### config.mk
export PLATFORM = sky130hd
export DESIGN_NAME = tlp_frag_scheduler_flat
export DESIGN_NICKNAME = d
export VERILOG_FILES = /design/src/rtl/tlp_frag_scheduler_if.sv /design/src/rtl/tlp_frag_scheduler.sv /design/src/flat_wrapper.sv
export SDC_FILE = /design/constraint.sdc
export NUM_CORES = 1
export LEC_CHECK = 0
export ABC_AREA = 1
export CELL_PAD_IN_SITES_DETAIL_PLACEMENT = 1
export CELL_PAD_IN_SITES_GLOBAL_PLACEMENT = 1
export CORE_ASPECT_RATIO = 0.7
export CORE_UTILIZATION = 35
export DETAILED_ROUTE_END_ITERATION = 10
export PLACE_DENSITY = 0.95
export SETUP_SLACK_MARGIN = 0.5
export SYNTH_ARGS = -nofsm -noshare
export SYNTH_HDL_FRONTEND = slang
export SYNTH_SLANG_ARGS = --single-unit
### constraint.sdc
create_clock -name clk -period 3.05 [get_ports clk]
set_input_delay 0.4575 -clock clk [delete_from_list [all_inputs] [get_ports clk]]
set_output_delay 0.4575 -clock clk [all_outputs]
set_load 0.02 [all_outputs]
### src/rtl/tlp_frag_scheduler_if.sv
// Bundles the request, grant and beat-framing signals that connect the TLP buffers,
// the fragmentation scheduler and the DLL-side beat framer.
interface tlp_frag_scheduler_if #(
  parameter int NUM_REQ = 3,
  parameter int LEN_W   = 10,
  parameter int BEAT_DW = 8
);
  localparam int LAST_W = $clog2(BEAT_DW);

  logic [NUM_REQ-1:0]       req_valid;
  logic [NUM_REQ*LEN_W-1:0] req_len;
  logic                     halt;
  logic                     throttle;
  logic [NUM_REQ-1:0]       req_grant;
  logic                     frag_start;
  logic [LEN_W-1:0]         frag_len;
  logic                     beat_valid;
  logic                     sop;
  logic                     eop;
  logic [LAST_W-1:0]        last_dw;
  logic                     busy;

  modport master (
    input  req_valid, req_len, halt, throttle,
    output req_grant, frag_start, frag_len, beat_valid, sop, eop, last_dw, busy
  );

  modport slave (
    output req_valid, req_len, halt, throttle,
    input  req_grant, frag_start, frag_len, beat_valid, sop, eop, last_dw, busy
  );
endinterface

### src/rtl/tlp_frag_scheduler.sv
// Round-robin owner of the TX fragmentation engine: grants one source for a whole TLP
// and frames it into BEAT_DW-wide beats with sop/eop/last_dw, stalling on DLL halt/throttle.
module tlp_frag_scheduler #(
  parameter int NUM_REQ = 3,
  parameter int LEN_W   = 10,
  parameter int BEAT_DW = 8
) (
  input  logic                  clk,
  input  logic                  arst,
  tlp_frag_scheduler_if.master  bus
);
  localparam int LOG_B = $clog2(BEAT_DW);
  localparam int CNT_W = LEN_W - LOG_B;
  localparam int PTR_W = $clog2(NUM_REQ);

  localparam logic [1:0] S_IDLE = 2'd0;
  localparam logic [1:0] S_LOAD = 2'd1;
  localparam logic [1:0] S_XFER = 2'd2;

  logic [1:0]         state_q, state_d;
  logic [NUM_REQ-1:0] grant_q, grant_d;
  logic [PTR_W-1:0]   idx_q, idx_d;
  logic [PTR_W-1:0]   ptr_q, ptr_d;
  logic [LEN_W-1:0]   len_q, len_d;
  logic [CNT_W-1:0]   cnt_q, cnt_d;
  logic               first_q, first_d;

  logic [LEN_W-1:0]   len_arr [NUM_REQ];
  logic [LEN_W-1:0]   len_m1;
  logic [PTR_W-1:0]   win_idx;
  logic [PTR_W-1:0]   cand_idx;
  logic               win_found;
  logic               advance;
  logic               last_beat;
  int                 cand;

  always_comb begin
    for (int i = 0; i < NUM_REQ; i++) begin
      len_arr[i] = bus.req_len[i*LEN_W +: LEN_W];
    end
  end

  // Search from ptr+1 upward so the most recently served source has lowest priority.
  always_comb begin
    cand      = 0;
    cand_idx  = '0;
    win_idx   = ptr_q;
    win_found = 1'b0;
    for (int k = 1; k <= NUM_REQ; k++) begin
      cand     = (int'(ptr_q) + k) % NUM_REQ;
      cand_idx = PTR_W'(cand);
      if (!win_found && bus.req_valid[cand_idx]) begin
        win_found = 1'b1;
        win_idx   = cand_idx;
      end
    end
  end

  // L-1 in LEN_W bits wraps 0 (1024 DW) to 1023, so its upper bits give ceil(L/BEAT_DW)-1
  // and its lower bits give the valid-DW index of the final beat.
  assign len_m1    = len_q - LEN_W'(1);
  assign advance   = (state_q == S_XFER) && !bus.halt && !bus.throttle;
  assign last_beat = (cnt_q == '0);

  always_comb begin
    state_d = state_q;
    grant_d = grant_q;
    idx_d   = idx_q;
    ptr_d   = ptr_q;
    len_d   = len_q;
    cnt_d   = cnt_q;
    first_d = first_q;
    case (state_q)
      S_IDLE: begin
        if (win_found) begin
          state_d = S_LOAD;
          grant_d = NUM_REQ'(1) << win_idx;
          idx_d   = win_idx;
          len_d   = len_arr[win_idx];
        end
      end
      S_LOAD: begin
        cnt_d   = len_m1[LEN_W-1:LOG_B];
        first_d = 1'b1;
        state_d = S_XFER;
      end
      S_XFER: begin
        if (advance) begin
          first_d = 1'b0;
          if (last_beat) begin
            state_d = S_IDLE;
            grant_d = '0;
            ptr_d   = idx_q;
          end else begin
            cnt_d = cnt_q - CNT_W'(1);
          end
        end
      end
      default: state_d = S_IDLE;
    endcase
  end

  always_ff @(posedge clk) begin
    if (arst) begin
      state_q <= S_IDLE;
      grant_q <= '0;
      idx_q   <= '0;
      ptr_q   <= PTR_W'(NUM_REQ - 1);
      len_q   <= '0;
      cnt_q   <= '0;
      first_q <= 1'b0;
    end else begin
      state_q <= state_d;
      grant_q <= grant_d;
      idx_q   <= idx_d;
      ptr_q   <= ptr_d;
      len_q   <= len_d;
      cnt_q   <= cnt_d;
      first_q <= first_d;
    end
  end

  assign bus.req_grant  = grant_q;
  assign bus.frag_start = (state_q == S_LOAD);
  assign bus.frag_len   = len_q;
  assign bus.beat_valid = advance;
  assign bus.sop        = advance && first_q;
  assign bus.eop        = advance && last_beat;
  assign bus.last_dw    = (state_q == S_XFER && last_beat) ? len_m1[LOG_B-1:0] : '1;
  assign bus.busy       = (state_q != S_IDLE);

endmodule

### src/flat_wrapper.sv
// flat-port wrapper written by rule: the top's interface ports become plain ports
module tlp_frag_scheduler_flat 
#(
  parameter int NUM_REQ = 3,
  parameter int LEN_W   = 10,
  parameter int BEAT_DW = 8
)
  (clk, arst, bus_req_valid, bus_req_len, bus_halt, bus_throttle, bus_req_grant, bus_frag_start, bus_frag_len, bus_beat_valid, bus_sop, bus_eop, bus_last_dw, bus_busy);
  tlp_frag_scheduler_if #(.NUM_REQ(NUM_REQ), .LEN_W(LEN_W), .BEAT_DW(BEAT_DW)) bus_i ();
  input  logic clk;
  input  logic arst;
  input wire logic [$bits(bus_i.req_valid)-1:0] bus_req_valid;
  input wire logic [$bits(bus_i.req_len)-1:0] bus_req_len;
  input wire logic [$bits(bus_i.halt)-1:0] bus_halt;
  input wire logic [$bits(bus_i.throttle)-1:0] bus_throttle;
  output wire logic [$bits(bus_i.req_grant)-1:0] bus_req_grant;
  output wire logic [$bits(bus_i.frag_start)-1:0] bus_frag_start;
  output wire logic [$bits(bus_i.frag_len)-1:0] bus_frag_len;
  output wire logic [$bits(bus_i.beat_valid)-1:0] bus_beat_valid;
  output wire logic [$bits(bus_i.sop)-1:0] bus_sop;
  output wire logic [$bits(bus_i.eop)-1:0] bus_eop;
  output wire logic [$bits(bus_i.last_dw)-1:0] bus_last_dw;
  output wire logic [$bits(bus_i.busy)-1:0] bus_busy;
  assign bus_i.req_valid = bus_req_valid;
  assign bus_i.req_len = bus_req_len;
  assign bus_i.halt = bus_halt;
  assign bus_i.throttle = bus_throttle;
  assign bus_req_grant = bus_i.req_grant;
  assign bus_frag_start = bus_i.frag_start;
  assign bus_frag_len = bus_i.frag_len;
  assign bus_beat_valid = bus_i.beat_valid;
  assign bus_sop = bus_i.sop;
  assign bus_eop = bus_i.eop;
  assign bus_last_dw = bus_i.last_dw;
  assign bus_busy = bus_i.busy;
  tlp_frag_scheduler #(.NUM_REQ(NUM_REQ), .LEN_W(LEN_W), .BEAT_DW(BEAT_DW)) u_core (.clk(clk), .arst(arst), .bus(bus_i));
endmodule
---- Word-level counts from Yosys, hierarchy flattened ----
Index checks and enable logic that the tools add are counted.
storage, ports and cells
  register bits after elaboration ......... 27
  input port bits ......................... 37
  output and inout bits ................... 21
  logic and storage cells ................. 78
operators by class
  add/subtract/negate cells ............... 5
  divide/modulo/power cells ............... 3
  magnitude comparators ................... 4
  equality and inequality tests ........... 6
  shift-type cells ........................ 1
  muxes and demuxes ....................... 29
  bitwise operators ....................... 1
  reduce and logical (&&, ||, !) cells .... 22
operators by type and width
  operator                                                                   number
  32-bit by 3-bit remainder unit with 32-bit output (second input constant)  3
  10-bit binary-select mux with 2-bit select                                 1
  10-bit 2-to-1 mux                                                          2
  7-bit 2-to-1 mux                                                           2
  7-bit case mux with 2 select lines                                         1
  2-bit 2-to-1 mux                                                           6
  3-bit 2-to-1 mux                                                           4
  10-bit by 1-bit subtractor with 10-bit output (second input constant)      1
  2-bit by 3-bit < comparator with 1-bit output (second input constant)      3
  3-bit AND reduction                                                        3
  1-bit logical AND                                                          7
  7-bit zero test                                                            1
  1-bit 2-to-1 mux                                                           7
  7-bit by 1-bit subtractor with 7-bit output (second input constant)        1
  2-bit by 2-bit adder with 3-bit output (second input constant)             2
  1-bit binary-select mux with 2-bit select                                  3
  2-bit by 1-bit inequality test with 1-bit output (second input constant)   3
  2-bit case mux with 3 select lines                                         1
  3-bit case mux with 2 select lines                                         1
  2-bit nonzero test                                                         3
  1-bit zero test                                                            4
  2-bit AND reduction                                                        2
  4-bit AND reduction                                                        1
  2-bit by 1-bit adder with 3-bit output (second input constant)             1
  8 further kinds                                                            8

---- Logic depth before layout (Yosys ltp) ----
  word-level depth ........................ 15
  depth in mapped cells ................... 17
  gate-level depth less buffers ........... 16

---- Worst setup path before layout ----
No wires, ideal clock.
  path kind ............................... flip-flop to flip-flop
  start ................................... register u_core.ptr_q[0]
  end ..................................... register u_core.len_q[6], in the netlist u_core.bus.frag_len[6]
  library setup time ...................... 117 ps
  data arrival time ....................... 1858 ps
  data required time ...................... 2933 ps
  setup slack ............................. 1075 ps
  cell stages (with the launch flop) ...... 14
  buffers on the path ..................... 1
  clock period less this slack ............ 1975 ps
  path through ............................ dfxtp_1 > inv_1 > ha_1 > o21ai_1 > nand2_4 > nand3_4 > clkinv_1 > nand2_1 > nand2_2 > buf_4 > nand3_1 > nand2_1 > nor2_1 > nor2_1
between the ends
  word-level cells in the longest chain between the ends .. 15
  elaborated cells between the ends (all ways) .. 27
  those cells by class .................... 3 x add/sub; 3 x div; 15 x mux; 1 x bitwise; 5 x reduce/logical
ends and longest elaborated chain
  what                                                  line                       RTL
  from (decl)                                           tlp_frag_scheduler.sv:23   logic [PTR_W-1:0] ptr_q, ptr_d;
  from (signal assigned)                                tlp_frag_scheduler.sv:108  ptr_q <= PTR_W'(NUM_REQ - 1);
  from (signal assigned)                                tlp_frag_scheduler.sv:116  ptr_q <= ptr_d;
  2-bit by 1-bit adder with 3-bit output                tlp_frag_scheduler.sv:50   cand = (int'(ptr_q) + k) % NUM_REQ;
  32-bit by 3-bit remainder unit with 32-bit output     tlp_frag_scheduler.sv:50
  1-bit binary-select mux with 2-bit select             tlp_frag_scheduler.sv:52   if (!win_found && bus.req_valid[cand_idx]) begin
  1-bit 2-to-1 mux (not written as such)                tlp_frag_scheduler.sv:52
  1-bit 2-to-1 mux                                      tlp_frag_scheduler.sv:52
  1-bit zero test                                       tlp_frag_scheduler.sv:52
  1-bit logical AND                                     tlp_frag_scheduler.sv:52
  1-bit 2-to-1 mux                                      tlp_frag_scheduler.sv:52
  1-bit zero test                                       tlp_frag_scheduler.sv:52
  1-bit logical AND                                     tlp_frag_scheduler.sv:52
  2-bit 2-to-1 mux                                      tlp_frag_scheduler.sv:52
  2-bit NOT with 3-bit output (not written as such)     tlp_frag_scheduler.sv:79   len_d = len_arr[win_idx];
  10-bit binary-select mux with 2-bit select            tlp_frag_scheduler.sv:79
  10-bit 2-to-1 mux (not written as such) (2 in a row)  tlp_frag_scheduler.sv:79
  to (signal assigned)                                  tlp_frag_scheduler.sv:117  len_q <= len_d;
  to (decl)                                             tlp_frag_scheduler.sv:24   logic [LEN_W-1:0] len_q, len_d;
Several ways; a longest one is shown, not always the timed one. The select of a mux whose other input is x is not followed.
A chain may end at the register's enable or synchronous reset.

---- Worst setup path after layout ----
  start ................................... register u_core.state_q[0]
  end ..................................... output port bus_eop
between the ends
  word-level cells in the longest chain between the ends .. 4
ends and longest elaborated chain
  what                            line                       RTL
  from (decl)                     tlp_frag_scheduler.sv:20   logic [1:0] state_q, state_d;
  from (signal assigned)          tlp_frag_scheduler.sv:113  state_q <= state_d;
  2-bit equality test             tlp_frag_scheduler.sv:62   assign advance = (state_q == S_XFER) && !bus.halt && !bus.throttle;
  1-bit logical AND (2 in a row)  tlp_frag_scheduler.sv:62
  1-bit logical AND               tlp_frag_scheduler.sv:128  assign bus.eop = advance && last_beat;
  to (decl)                       flat_wrapper.sv:21         output wire logic [$bits(bus_i.eop)-1:0] bus_eop;
Every way passes these cells.

==> results by stage <==
Floorplan:
- The floorplan step set the die width to around 94 um.
- The die covers about 6300 um2.
- In this run the standard cell core region covers ~5700 um2.
- The floorplan step set the die height to between 60 and 70 um.
- The total number of placement rows is 23.
- The number of top-level pins is 58.
- For this configuration, the core starts out at a cell density of 0.365.

Yosys:
- The adder-cell share of the synthesized area is 0.0599.
- The number of register bits inferred by synthesis is 27.
- The synthesized instance count is between 300 and 400.
- Counting every net in the synthesized netlist gives 391.
- The area share of the largest cell type after synthesis is 0.259.
- The multiplexer share of the synthesized area is 0.
- The sequential share of the synthesized area is 0.259.
- The largest total area in the synthesized netlist belongs to sky130_fd_sc_hd__dfxtp_1.
- The dominant register cell in the synthesized netlist is sky130_fd_sc_hd__dfxtp_1.
- The Yosys step of the flow raised 0 warnings.
- The number of synthesized flops with an enable pin is 0.
- After synthesis, the most frequently instantiated cells are 76 x sky130_fd_sc_hd__nand2_1, 58 x sky130_fd_sc_hd__nor2_1, 39 x sky130_fd_sc_hd__inv_1, 39 x sky130_fd_sc_hd__nand3_1, 27 x sky130_fd_sc_hd__dfxtp_1.
- The mean instance size in the synthesized netlist is approximately 6.1 um2.
- Sorting the synthesized cells by area gives the leading types as sky130_fd_sc_hd__dfxtp_1 26%, sky130_fd_sc_hd__nand2_1 14%, sky130_fd_sc_hd__nor2_1 10%.
- The synthesized netlist occupies a cell area of 2090 um2.
- Counting flops with an async set or reset pin after synthesis yields a share of 0.
- Of the total synthesized cell area, the portion taken by XOR and XNOR cells is 0.0251.
- The compound-cell area share of the yosys netlist is 0.137.
- The synthesized netlist contains 29 unique library cells.
- Of the total synthesized cell area, the portion taken by AND, OR, NAND and NOR gates is 0.405.
- Among all cell types in the netlist, the one instantiated most often is sky130_fd_sc_hd__nand2_1.
- By area, the combinational part of the netlist is dominated by simple AND/OR/NAND/NOR gates.

Finish:
- The number of inserted filler cells in the final layout is a little under 800.
- The sequential cell area in the final layout is approximately 540 um2.
- The layout overhead on the synthesized area is 32.6%.
- In the final layout, the multi-input gates occupy around 1300 um2.
- Of the cells placed in the final design, the portion with a size suffix greater than 1 is 0.0606.
- The total number of nets in the final design is 444.
- The antenna cell count is 0.

Critical path:
- The largest single stage delay on the critical path is 0.34 ns.
- The cell with the biggest individual delay on the critical path is sky130_fd_sc_hd__dfxtp_1.
- The required time of the critical path is between 2 and 3 ns.
- Along the worst path, the maximum fanout reaches 15.
- The critical setup path kind is register to output port.
- STA classifies the critical path startpoint as a register.
- The signal on the critical path passes through inv_1 -> ha_2 -> inv_2 -> nor3_4 -> nand2_1 -> inv_1 -> dlygate4sd2_1.
- The most numerous cell type found on the critical path is sky130_fd_sc_hd__inv_1.
- The data arrival time of the critical path is 1.91 ns.
- The sort of element at the end of the critical path is an output port.

STA:
- The sum of negative setup slack is 0 ns.
- The final count of pins violating max slew is 0.
- The normalized max-slew margin is 0.652.
- The worst clock skew is approximately 0.0017 ns.
- Setup violations remaining at the end of the flow were counted as 0.
- The hold violation count in the final report is 0.
- Counting I/O delays and the setup requirement, the final critical path takes about 2.4 ns.
- The part of the cycle the worst path needs is 0.775.
- The maximum operating frequency is ~420 MHz.
- Setup repair after global routing left no endpoint under its margin.
- For the pin with the worst max-slew slack, the measured transition is approximately 0.52 ns.

Routing:
- The total number of vias is approximately 2400.
- For this run, design rule violations remaining after detail routing come to 0.
- In the routed layout, each cell is associated on average with a via count of between 5 and 6.
- The first TritonRoute pass finished after 4 iterations.
- The violation count after the first detailed-route iteration is 98.
- In the final routed layout, each cell accounts on average for 14.2 um.
- The remaining antenna violation count is 0.
- The wire length after detailed routing is 6700 um.

Clocking:
- The clock insertion delay at the later pin of the skew report is 0.27 ns.
- The hold buffer count at CTS is 0.
- TritonCTS created 3 clock buffers.
- The clock sink count is 27.
- The cell at the root of the clock tree is sky130_fd_sc_hd__clkbuf_8.
- The TritonCTS clock tree is built.
- The number of H-tree levels is 1.
- The post-CTS clock slew at the launch and capture registers of the worst setup and hold paths is approximately 0.090 ns.
- The number of buffers on the longest clock path is 2.

Min path:
- The min-delay analysis places its worst path in the category register to register.

Power and ir drop:
- VDD sags by at most between 0.4 and 0.5 mV.
- The post-layout total power is ~2.4 mW.
- The internal power of the cells totals between 1 and 1.5 mW.
- The analysis attributes to net switching a power of approximately 1.3 mW.
- In this run the power density over the cells is between 800 and 900 nW/um2.
- The share of total power consumed by net switching is 0.518.
- The share of power burned in registers is 0.250.
- The share of total power dissipated in the clock network is 0.086.
- The analysis attributes to cell leakage a power of roughly 1.3 nW.
- The share of total power in combinational logic is 0.664.

Global routing:
- The maximum number of pins on one net before global-route repair is 26.
- Global routing finished with a remaining overflow of 0.
- The initial antenna violation count is 0.
- The via count of the first global-routing pass came to between 2000 and 2500.
- The global routing usage summed across all routing layers is 0.231.
- The first global-routing pass estimated around 11000 um of wire.

Place:
- The port buffer count is 57.
- At the end of routability-driven placement, the weighted congestion stood at between 0.9 and 1.
- Once detailed placement completed, the half-perimeter wirelength came to 5410 um.

Job:
- The tool flagged a number of max-cap violations equal to 0.

Run status:
- The run finished with clean final reports.
placed cells by master (no fill, tap or decap), types with 2 or more instances in the layout:
master,n
sky130_fd_sc_hd__nand2_1,76
sky130_fd_sc_hd__ha_1,9
sky130_fd_sc_hd__nor3_1,3
sky130_fd_sc_hd__xnor2_1,2
sky130_fd_sc_hd__nor3_4,2
sky130_fd_sc_hd__dfxtp_1,27
sky130_fd_sc_hd__o21ai_1,2
sky130_fd_sc_hd__nor2_1,58
sky130_fd_sc_hd__nand3b_1,2
sky130_fd_sc_hd__nor2_2,2
sky130_fd_sc_hd__nand3_2,2
sky130_fd_sc_hd__inv_1,39
sky130_fd_sc_hd__dlygate4sd2_1,3
sky130_fd_sc_hd__clkdlybuf4s50_1,51
sky130_fd_sc_hd__o21ai_0,26
sky130_fd_sc_hd__a21oi_1,19
sky130_fd_sc_hd__nor2_4,2
sky130_fd_sc_hd__clkbuf_8,3
sky130_fd_sc_hd__dlymetal6s2s_1,3
sky130_fd_sc_hd__inv_2,6
sky130_fd_sc_hd__o211ai_1,5
sky130_fd_sc_hd__xor2_1,4
sky130_fd_sc_hd__nand2_4,2
sky130_fd_sc_hd__nand3_1,39
through the flow:
stage          setup WS (ns)  hold WS (ns)  instance area [um2]  utilization  cells
6_report               0.687         0.476                 2770        0.484    471
5_1_grt                0.522         0.494                 2770        0.484    471
4_1_cts                0.510         0.483                 2740        0.479    471
3_5_place_dp           0.482         0.469                 2690        0.470    467
3_3_place_gp           0.601         0.451                 2690        0.470    467
2_1_floorplan           1.07         0.440                 2090            -    344
flip-flops by register name, summed over array words and instances (netlist names):
register and count:
u_core.bus.frag_len 10, u_core.bus.req_grant 3, u_core.cnt_q 7, u_core.first_q 1
u_core.idx_q 2, u_core.ptr_q 2, u_core.state_q 2
layer usage:
layer | GRT usage | share of wire
met1 | 0.296 | 0.46
met2 | 0.413 | 0.49
met3 | 0.0400 | 0.052
met4 | 0.0288 | 0.0039
met5 | 0 | 0
worst max-delay path, delay by kind of cell (launching register included):
kind | cells | cell delay [ns]
flops | 1 | 0.34
fa+ha+maj | 1 | 0.27
buf+inv | 4 | 0.71
simple gates | 2 | 0.33
cell type report:
| type | instances | area share |
|---|---|---|
| clock buffers | 4 | 0.0163 |
| inverters | 47 | 0.0646 |
| multi-input cells | 261 | 0.483 |
| flip-flops and latches | 27 | 0.195 |
| well taps | 75 | 0.0339 |
| repair buffers | 57 | 0.207 |
power by group through the flow:
stage          clock [mW]  combinational [mW]  sequential, mW
2_1_floorplan           0                1.06           0.649
6_report            0.209                1.61           0.607
3_5_place_dp            0                1.59           0.611
3_3_place_gp            0                1.50           0.607
5_1_grt             0.230                1.83           0.625
4_1_cts             0.212                1.60           0.607
cell families (layout without fill, tap and decap cells):
group / after synthesis / after routing
XOR/XNOR: 6 / 6
AO/OA/AOI/OAI: 54 / 54
AND/OR/NAND/NOR: 191 / 191
adder cells (fa/ha/maj): 10 / 10
flip-flops: 27 / 27
buffers and inverters: 56 / 108
final timing paths:
check	start	to	slack, ns	cells after the start
worst max register to register	u_core.ptr_q[0]	u_core.bus.frag_len[4]	0.76	15
worst min-delay path	u_core.first_q	u_core.first_q	0.48	2
worst min register to register	u_core.first_q	u_core.first_q	0.48	2
worst max-delay path	u_core.state_q[0]	bus_eop	0.69	7
timing repair:
item,4_1_cts,5_1_grt
buffers inserted,0,0
hold endpoints to repair,0,0
resized for setup,5,8
endpoints found under the setup margin,6,17
(Power assumes the default switching activity.)
